`src/rtl/video_to_axis_bridge_pkg.sv`:
```
// rtl/video_to_axis_bridge_pkg.sv - shared stream widths, FIFO entry layout and FSM encodings
package video_to_axis_bridge_pkg;

  localparam int PIX_W     = 24;
  localparam int ISP_CNT_W = 16;

  // Flag offsets above the pixel payload inside a FIFO entry: {tuser, tlast, data}
  localparam int ENT_TLAST = 0;
  localparam int ENT_TUSER = 1;

  typedef enum logic [1:0] {
    ST_WAIT_SOF = 2'd0,
    ST_ARMED    = 2'd1,
    ST_ACTIVE   = 2'd2,
    ST_DROP     = 2'd3
  } state_t;

endpackage

```
`src/rtl/axis_sync_fifo.sv`:
```
// rtl/axis_sync_fifo.sv - synchronous first-word-fall-through FIFO with zeroed output when empty
module axis_sync_fifo #(
  parameter int WIDTH = 26,
  parameter int DEPTH = 16
) (
  input  logic             clk,
  input  logic             rst,
  input  logic             wr_en,
  input  logic [WIDTH-1:0] wr_data,
  output logic             full,
  input  logic             rd_en,
  output logic [WIDTH-1:0] rd_data,
  output logic             empty
);

  localparam int AW = $clog2(DEPTH);

  logic [WIDTH-1:0] mem [DEPTH];
  logic [AW-1:0]    wr_ptr, rd_ptr;
  logic [AW:0]      count;
  logic             wr_fire, rd_fire;

  assign empty   = (count == '0);
  assign full    = (count == (AW+1)'(DEPTH));
  // A write into a full FIFO is accepted when a read frees a slot in the same cycle
  assign rd_fire = rd_en && !empty;
  assign wr_fire = wr_en && (!full || rd_fire);
  assign rd_data = empty ? '0 : mem[rd_ptr];

  always_ff @(posedge clk) begin
    if (wr_fire) mem[wr_ptr] <= wr_data;
  end

  always_ff @(posedge clk or posedge rst) begin
    if (rst) begin
      wr_ptr <= '0;
      rd_ptr <= '0;
      count  <= '0;
    end else begin
      if (wr_fire) wr_ptr <= wr_ptr + 1'b1;
      if (rd_fire) rd_ptr <= rd_ptr + 1'b1;
      case ({wr_fire, rd_fire})
        2'b10:   count <= count + 1'b1;
        2'b01:   count <= count - 1'b1;
        default: count <= count;
      endcase
    end
  end

endmodule

```
`src/rtl/video_to_axis_bridge.sv`:
```
// rtl/video_to_axis_bridge.sv - camera timing to AXI4-Stream bridge; VIDEO_TO_AXIS_STATS_EN adds frame stats
module video_to_axis_bridge
  import video_to_axis_bridge_pkg::*;
#(
  parameter int DATA_W     = PIX_W,
  parameter int FIFO_DEPTH = 16,
  parameter int CNT_W      = ISP_CNT_W
) (
  input  logic              clk,
  input  logic              rst,
  input  logic              in_vsync,
  input  logic              in_hsync,
  input  logic              in_den,
  input  logic [DATA_W-1:0] in_data,
  output logic [DATA_W-1:0] m_axis_tdata,
  output logic              m_axis_tvalid,
  input  logic              m_axis_tready,
  output logic              m_axis_tuser,
  output logic              m_axis_tlast,
  output logic [CNT_W-1:0]  drop_cnt,
  output logic              ovf_sticky
`ifdef VIDEO_TO_AXIS_STATS_EN
  ,
  output logic [CNT_W-1:0]  stat_px_per_line,
  output logic [CNT_W-1:0]  stat_lines,
  output logic              stat_valid
`endif
);

  localparam int ENT_W = DATA_W + 2;

  function automatic logic [CNT_W-1:0] sat_inc(input logic [CNT_W-1:0] v);
    return (&v) ? v : v + 1'b1;
  endfunction

  state_t            state, state_nxt;
  logic              vsync_q, vsync_rise;
  logic              pend_valid, pend_tuser;
  logic [DATA_W-1:0] pend_data;
  logic              push_req, push_tlast, pend_load, pend_clear;
  logic              pop, ovf, push_ok;
  logic              fifo_full, fifo_empty;
  logic [ENT_W-1:0]  push_entry, pop_entry;

  // Line end is only known lazily, so hsync carries no information here
  wire unused_ok = &{1'b0, in_hsync};

  assign vsync_rise = in_vsync && !vsync_q;
  assign pop        = m_axis_tvalid && m_axis_tready;
  assign ovf        = push_req && fifo_full && !pop;
  assign push_ok    = push_req && !ovf;
  assign push_entry = {pend_tuser, push_tlast, pend_data};

  always_ff @(posedge clk or posedge rst) begin
    if (rst) state <= ST_WAIT_SOF;
    else     state <= state_nxt;
  end

  always_comb begin
    state_nxt = state;
    if (ovf)                                 state_nxt = ST_DROP;
    else if (vsync_rise)                     state_nxt = ST_ARMED;
    else if (state == ST_ARMED && in_den)    state_nxt = ST_ACTIVE;
  end

  // A frame edge closes any open line before den is considered
  always_comb begin
    push_req   = 1'b0;
    push_tlast = 1'b0;
    pend_load  = 1'b0;
    pend_clear = 1'b0;
    if (vsync_rise) begin
      push_req   = pend_valid;
      push_tlast = 1'b1;
      pend_clear = 1'b1;
    end else if (state == ST_ARMED || state == ST_ACTIVE) begin
      if (in_den) begin
        push_req  = pend_valid;
        pend_load = 1'b1;
      end else if (pend_valid) begin
        push_req   = 1'b1;
        push_tlast = 1'b1;
        pend_clear = 1'b1;
      end
    end
  end

  always_ff @(posedge clk or posedge rst) begin
    if (rst) begin
      vsync_q    <= 1'b0;
      pend_valid <= 1'b0;
      pend_tuser <= 1'b0;
      pend_data  <= '0;
      drop_cnt   <= '0;
      ovf_sticky <= 1'b0;
    end else begin
      vsync_q <= in_vsync;
      if (ovf) begin
        pend_valid <= 1'b0;
        ovf_sticky <= 1'b1;
        drop_cnt   <= sat_inc(drop_cnt);
      end else if (pend_load) begin
        pend_valid <= 1'b1;
        pend_tuser <= (state == ST_ARMED);
        pend_data  <= in_data;
      end else if (pend_clear) begin
        pend_valid <= 1'b0;
      end
    end
  end

  axis_sync_fifo #(
    .WIDTH (ENT_W),
    .DEPTH (FIFO_DEPTH)
  ) u_fifo (
    .clk     (clk),
    .rst     (rst),
    .wr_en   (push_ok),
    .wr_data (push_entry),
    .full    (fifo_full),
    .rd_en   (m_axis_tready),
    .rd_data (pop_entry),
    .empty   (fifo_empty)
  );

  assign m_axis_tvalid = !fifo_empty;
  assign m_axis_tdata  = pop_entry[DATA_W-1:0];
  assign m_axis_tlast  = pop_entry[DATA_W+ENT_TLAST];
  assign m_axis_tuser  = pop_entry[DATA_W+ENT_TUSER];

`ifdef VIDEO_TO_AXIS_STATS_EN
  logic [CNT_W-1:0] px_cnt, line_cnt, last_len;
  logic             line_done;

  assign line_done = push_ok && push_tlast;

  // A line closed by the vsync edge itself still belongs to the finishing frame
  always_ff @(posedge clk or posedge rst) begin
    if (rst) begin
      px_cnt           <= '0;
      line_cnt         <= '0;
      last_len         <= '0;
      stat_px_per_line <= '0;
      stat_lines       <= '0;
      stat_valid       <= 1'b0;
    end else begin
      stat_valid <= vsync_rise;
      if (vsync_rise) begin
        stat_px_per_line <= line_done ? sat_inc(px_cnt) : last_len;
        stat_lines       <= line_done ? sat_inc(line_cnt) : line_cnt;
        px_cnt           <= '0;
        line_cnt         <= '0;
        last_len         <= '0;
      end else if (push_ok) begin
        if (push_tlast) begin
          last_len <= sat_inc(px_cnt);
          line_cnt <= sat_inc(line_cnt);
          px_cnt   <= '0;
        end else begin
          px_cnt <= sat_inc(px_cnt);
        end
      end
    end
  end
`endif

endmodule
```
`config.mk`:
```
export PLATFORM = sky130hd
export DESIGN_NAME = video_to_axis_bridge
export DESIGN_NICKNAME = d
export VERILOG_FILES = /design/src/rtl/video_to_axis_bridge_pkg.sv /design/src/rtl/axis_sync_fifo.sv /design/src/rtl/video_to_axis_bridge.sv
export SDC_FILE = /design/constraint.sdc
export NUM_CORES = 1
export LEC_CHECK = 0
export CORE_MARGIN = 2
export CORE_UTILIZATION = 45
export CTS_CLUSTER_DIAMETER = 200
export DETAILED_ROUTE_END_ITERATION = 8
export DONT_BUFFER_PORTS = 1
export PLACE_DENSITY = 0.72
export SLEW_MARGIN = 5
export SYNTH_ARGS = -nofsm -noshare
export SYNTH_HDL_FRONTEND = slang
export SYNTH_SLANG_ARGS = --single-unit
```
`constraint.sdc`:
```
create_clock -name clk -period 7.1 [get_ports clk]
set_input_delay 1.065 -clock clk [delete_from_list [all_inputs] [get_ports clk]]
set_output_delay 1.065 -clock clk [all_outputs]
set_load 0.03 [all_outputs]
```
======== After elaboration in Yosys (flattened, before gate mapping) ========
Memory sizes are Yosys's and may differ from the RTL's.
Cells that the tools add are included.
storage, ports and cells
  bits in registers ....................... 59
  RAM bits ................................ 416
  input port bits ......................... 30
  output and inout port bits .............. 44
  word-level logic and storage cells ...... 64
  memories ................................ 1
cells by class
  $add $sub $neg .......................... 5
  equality and inequality tests ........... 5
  muxes and demuxes ....................... 20
  bitwise operators ....................... 2
  reduce and logical (&&, ||, !) cells .... 21
memory list
  name        depth  bits a word  read ports  clocked after Yosys merged registers in  write ports  RTL line              text
  u_fifo.mem  16     26           1           0                                        1            axis_sync_fifo.sv:18  logic [WIDTH-1:0] mem [DEPTH];
operators with widths
  cell                                               count
  two-way mux 26 bit                                 1
  adder 16 x 1 -> 16 bit (second input constant)     1
  AND reduction 16 bit                               1
  two-way mux 1 bit                                  15
  case mux 5 bit (2 select lines)                    1
  adder 4 x 1 -> 4 bit (second input constant)       2
  logical AND 1 bit                                  7
  two-way mux 2 bit                                  3
  nonzero test 3 bit                                 2
  adder 5 x 1 -> 5 bit (second input constant)       1
  == test 5 bit (second input constant)              1
  zero test 1 bit                                    5
  zero test 5 bit                                    1
  subtractor 5 x 1 -> 5 bit (second input constant)  1
  == test 2 x 1 -> 1 bit (second input constant)     2
  == test 2 bit (second input constant)              2
  AND reduction 2 bit                                2
  logical OR 1 bit                                   2
  NOT 1 bit                                          2
  nonzero test 2 bit                                 1

======== Longest topological paths before layout ========
  depth in word-level cells ............... 11
  mapped depth ............................ 11
  gate-level depth less buffers ........... 11

======== By module ========
Synthesis repeated with hierarchy kept, for this count alone.
second synthesis, totals
  cell total of the unflattened synthesis .. 887
  area, all modules ....................... 18669.2 sq um
by module, submodules not included
  module                instances  cells each  area an instance (sq um)  sequential area each (sq um)
  axis_sync_fifo        1          744         16714.8                   12817.3
  video_to_axis_bridge  1          143         1954.4                    1151.1

======== Least setup slack after synthesis ========
Ideal clock, no wire load.
  kind .................................... input port to flip-flop
  start point ............................. input port in_vsync
  end point ............................... memory u_fifo.mem[7][0] (enable)
  setup time .............................. 442 ps
  data arrival time ....................... 3948 ps
  required time ........................... 6658 ps
  setup slack ............................. 2711 ps
  stages .................................. 6
  path buffers ............................ 1
  cells stage by stage .................... nor2b_1 > o21ai_0 > a21oi_1 > clkbuf_1 > nand2_1 > nor3_1
between the ends
  longest elaborated chain between the ends .. 9
ends and longest elaborated chain
  item                                       RTL line                    text
  from (decl)                                video_to_axis_bridge.sv:11  input logic in_vsync,
  logical AND 1 bit *                        video_to_axis_bridge.sv:48  assign vsync_rise = in_vsync && !vsync_q;
  two-way mux 1 bit *                        video_to_axis_bridge.sv:72  if (vsync_rise) begin
  logical AND 1 bit (2 in series)            video_to_axis_bridge.sv:50  assign ovf = push_req && fifo_full && !pop;
  zero test 1 bit                            video_to_axis_bridge.sv:51  assign push_ok = push_req && !ovf;
  logical AND 1 bit *                        video_to_axis_bridge.sv:51
  logical AND 1 bit *                        axis_sync_fifo.sv:27        assign wr_fire = wr_en && (!full || rd_fire);
  two-way mux 1 bit *                        axis_sync_fifo.sv:31        if (wr_fire) mem[wr_ptr] <= wr_data;
  two-way mux 1 bit (not written as such) *  axis_sync_fifo.sv:31
  to (decl)                                  axis_sync_fifo.sv:18
Mark *: on every way between the ends. The rest lies on a longest branch, timed or not.

======== Final worst setup path ========
  start point ............................. register u_fifo.rd_ptr[0]
  end point ............................... output port m_axis_tdata[23]
between the ends
  longest elaborated chain between the ends .. 2
ends and longest elaborated chain
  item                    RTL line                    text
  from (decl)             axis_sync_fifo.sv:19        logic [AW-1:0] wr_ptr, rd_ptr;
  from (signal assigned)  axis_sync_fifo.sv:41        if (rd_fire) rd_ptr <= rd_ptr + 1'b1;
  memory (16 x 26 bit)    -
  two-way mux 26 bit      axis_sync_fifo.sv:28        assign rd_data = empty ? '0 : mem[rd_ptr];
  to (decl)               video_to_axis_bridge.sv:15  output logic [DATA_W-1:0] m_axis_tdata,
No other way between the ends.

==> flow_summary.ini <==
[floorplan]
ioPinCount = 74
chipHeight_um = 206.9
site_rows = 74
dieArea_um2 = 42790
initial_utilization = 0.4545
chipWidth_um = 206.9
floorplan.core_area_um2 = 40740

[timing]
setup_viol_count_final = 0
grt_setup_unrepaired = false
worst_slew_pin_slew_ns = 1.149
report.final.hold_viol_count = 0
slew-limit-headroom = 0.2301
finalSetupTns_ns = 0
timing.final.crit_period_ns = 4.657
report.final.slew_viol_count = 0
layout_worst_path_cycle_share = 0.6559
setup_ws_ns = 2.443
max_freq_mhz = 214.7
worst_clock_skew_ns = 0.01895

[yosys]
yosys_warnings = 0
synth-async-reset-ratio = 0.1242
postSynthRegisterBits = 475
synth-edff-count = 416
synth-main-ff-cell = edfxtp_1
syn_avg_cell_area_um2 = 22.31
synthTopCellsByArea = edfxtp_1, mux4_2, dfrtp_1, mux2_2, and2_1
synth_cells = 830
synth_area_leader_cell = edfxtp_1
synth.top_cell.area_share = 0.6746
yosys.cell_types.count = 40
netlist_area_um2 = 18520
synth.net_count = 869
seq_area_frac_synth = 0.7544

[route]
via_count = 8238
routed_via_density = 5.749
routed_wirelength_um = 36550
ant_nets = 0
drt_iter0_markers = 868
detail_route.first_pass.iterations = 5
wire_per_inst_um = 25.51
total_drc_errors_in_the_routed_layout = 0

[grt]
grt_use_total = 0.1789
first_global_vias = 8664
antenna_found_initial = 1
global_route_total_overflow = 0
grt_pass1_wl_um = 55260
maximum_number_of_pins_on_one_net_before_global_route_repair = 64

[worst_setup_path]
critPathRequiredTime_ns = 6.03
worstReg2RegStart = state[0]
worst-r2r-cell-count = 8
endpoint_kind = primary output
r2r_slack_ns = 3.79
worst_path_max_delay_cell = dfrtp_4
rr_endpoint = u_fifo.mem[3][3]
cp-start-kind = flip-flop
cp_common_cell = mux4_2
setup.worst_path.class = reg2out
critical_path.max_stage_delay_ns = 1.02
crit_path_max_fanout = 63
cp.arrival_ns = 3.59
crit_chain = buf_12, mux4_2, mux4_2, and2_1

[pwr]
p_switching_uw = 2838
power_report.internal_total_uw = 6247
clkPwrFrac = 0.265
max-vdd-ir-drop_mv = 0.2793
power_leakage_uw = 0.006749
power_density_nw_per_um2 = 438.0
totalPowerFinal_uw = 9086
power.share.combinational = 0.257
switching_share = 0.3124
power_frac_seq = 0.478

[cells_and_area]
core_utilization_of_the_finished_layout = 0.5092
net_count_final = 903
seq_area_um2 = 13980
area_growth_syn_to_layout_pct = 12.02
multi_input_comb_area_um2 = 4367
drive_above_1_share = 0.3019
layout_commonest_cell = edfxtp_1
mostFrequentLayoutCells = edfxtp_1, mux4_2, dfrtp_1
fill_cells = 3150
number_of_antenna_cells_inserted = 0

[clock_tree]
cts_setup_buffers = 0
cts_tree = built
cts_sinks = 475
cts_buffer_depth = 3
cts_htree_levels = 2
insertion_delay_ns = 0.57
cts-buffers-inserted = 46
cts.clk_slew.worst_paths_ns = 0.06
post_cts_hold_buffer_count = 0
clock_tree.root_cell = clkbuf_16
post_cts_resized = 0

[hold_path]
hold_path.startpoint = state[0]
worstHoldPathType = reg2reg
worst_hold_path.num_cells = 2
min_to = state[0]

[outcome]
outcome = complete, no violations

[place]
placement.setup.worst_slack_ns = 2.966
hpwlAfterDp_um = 20010
place.gp.congestion = 0.7181
port-buffer-count = 0

[run]
drv_cap = 0
==> per-stage QoR <==
step	instance area [µm²]	hold slack, ns	cells
final	20740	0.5059	1433
after floorplan	18520	0.4666	830
after detailed placement	19250	0.4887	1348
after CTS	20740	0.5067	1433
after global routing	20740	0.5122	1433
after global placement	19250	0.4883	1348
==> layer usage <==
| metal | global-route usage | vias up | part of all wire |
|---|---|---|---|
| li1 | - | 3501 | - |
| met1 | 0.2454 | 4392 | 0.41 |
| met2 | 0.2896 | 294 | 0.49 |
| met3 | 0.04270 | 51 | 0.069 |
| met4 | 0.04990 | 0 | 0.022 |
| met5 | 0 | - | 0 |
==> critical path: cells and delay by family, from the launching register on <==
family                 cells  cell delay (ns)
buffers and inverters      1             0.47
flip-flops                 1             1.02
multiplexers               2             1.13
AND/OR/NAND/NOR            1             0.29
==> cells in the mapped netlist (2+ instances only) <==
| cell | n |
|---|---|
| nand2_1 | 12 |
| xor2_1 | 7 |
| o21ai_0 | 3 |
| nor2_1 | 7 |
| xnor2_1 | 19 |
| buf_2 | 11 |
| and4_1 | 4 |
| o31ai_1 | 2 |
| and3_1 | 4 |
| mux2_2 | 27 |
| and2_1 | 32 |
| ha_1 | 9 |
| inv_1 | 11 |
| clkbuf_1 | 18 |
| nand3_1 | 9 |
| mux2_1 | 2 |
| edfxtp_1 | 416 |
| mux4_2 | 130 |
| buf_6 | 6 |
| dfrtp_1 | 59 |
| nor2b_1 | 3 |
| nor3_1 | 8 |
| buf_4 | 2 |
| nand2b_1 | 3 |
| a32oi_1 | 3 |
| nand4_1 | 6 |
| buf_1 | 2 |
| a21oi_1 | 3 |
==> layout make-up <==
type,instances,share of cell area
clock inverters,28,0.01134
clock buffers,57,0.06056
well taps,532,0.03209
multi-input cells,305,0.2105
inverters,11,0.001991
flip-flops and latches,475,0.6738
repair buffers,25,0.009651
==> kinds of logic (layout without fill, tap and decap cells) <==
logic type | count (synthesis) | in the layout | share of synthesized area
compound gates | 19 | 19 | 0.008987
xor+xnor | 26 | 26 | 0.01230
fa+ha+maj | 9 | 9 | 0.006082
buf+inv | 50 | 121 | 0.01372
flops | 475 | 475 | 0.7544
mux | 159 | 159 | 0.1758
simple gates | 92 | 92 | 0.02879
==> worst max-delay path by stage <==
stage	from	endpoint	depth (start not counted)
after global placement	u_fifo.rd_ptr[0]	m_axis_tdata[23]	4
after global routing	u_fifo.rd_ptr[0]	m_axis_tdata[23]	4
after detailed placement	u_fifo.rd_ptr[0]	m_axis_tdata[23]	4
final	u_fifo.rd_ptr[0]	m_axis_tdata[23]	4
after CTS	u_fifo.rd_ptr[0]	m_axis_tdata[23]	4
after floorplan	in_vsync	u_fifo.mem[7][0]	6
==> sequential cells by signal, summed over array words and instances (netlist names) <==
register,flops
u_fifo.rd_ptr,4
pend_valid,1
u_fifo.wr_ptr,4
u_fifo.mem,416
pend_tuser,1
ovf_sticky,1
pend_data,24
drop_cnt,16
state,2
vsync_q,1
u_fifo.count,5
==> power groups by stage <==
stage	clock network [µW]	registers [µW]	logic, µW
after global routing	2560	4440	2500
final	2410	4340	2340
after floorplan	0	4060	2070
after CTS	2450	4360	2400
after detailed placement	0	4410	2390
after global placement	0	4370	2360
No activity file was read; power rests on OpenSTA's default activity.
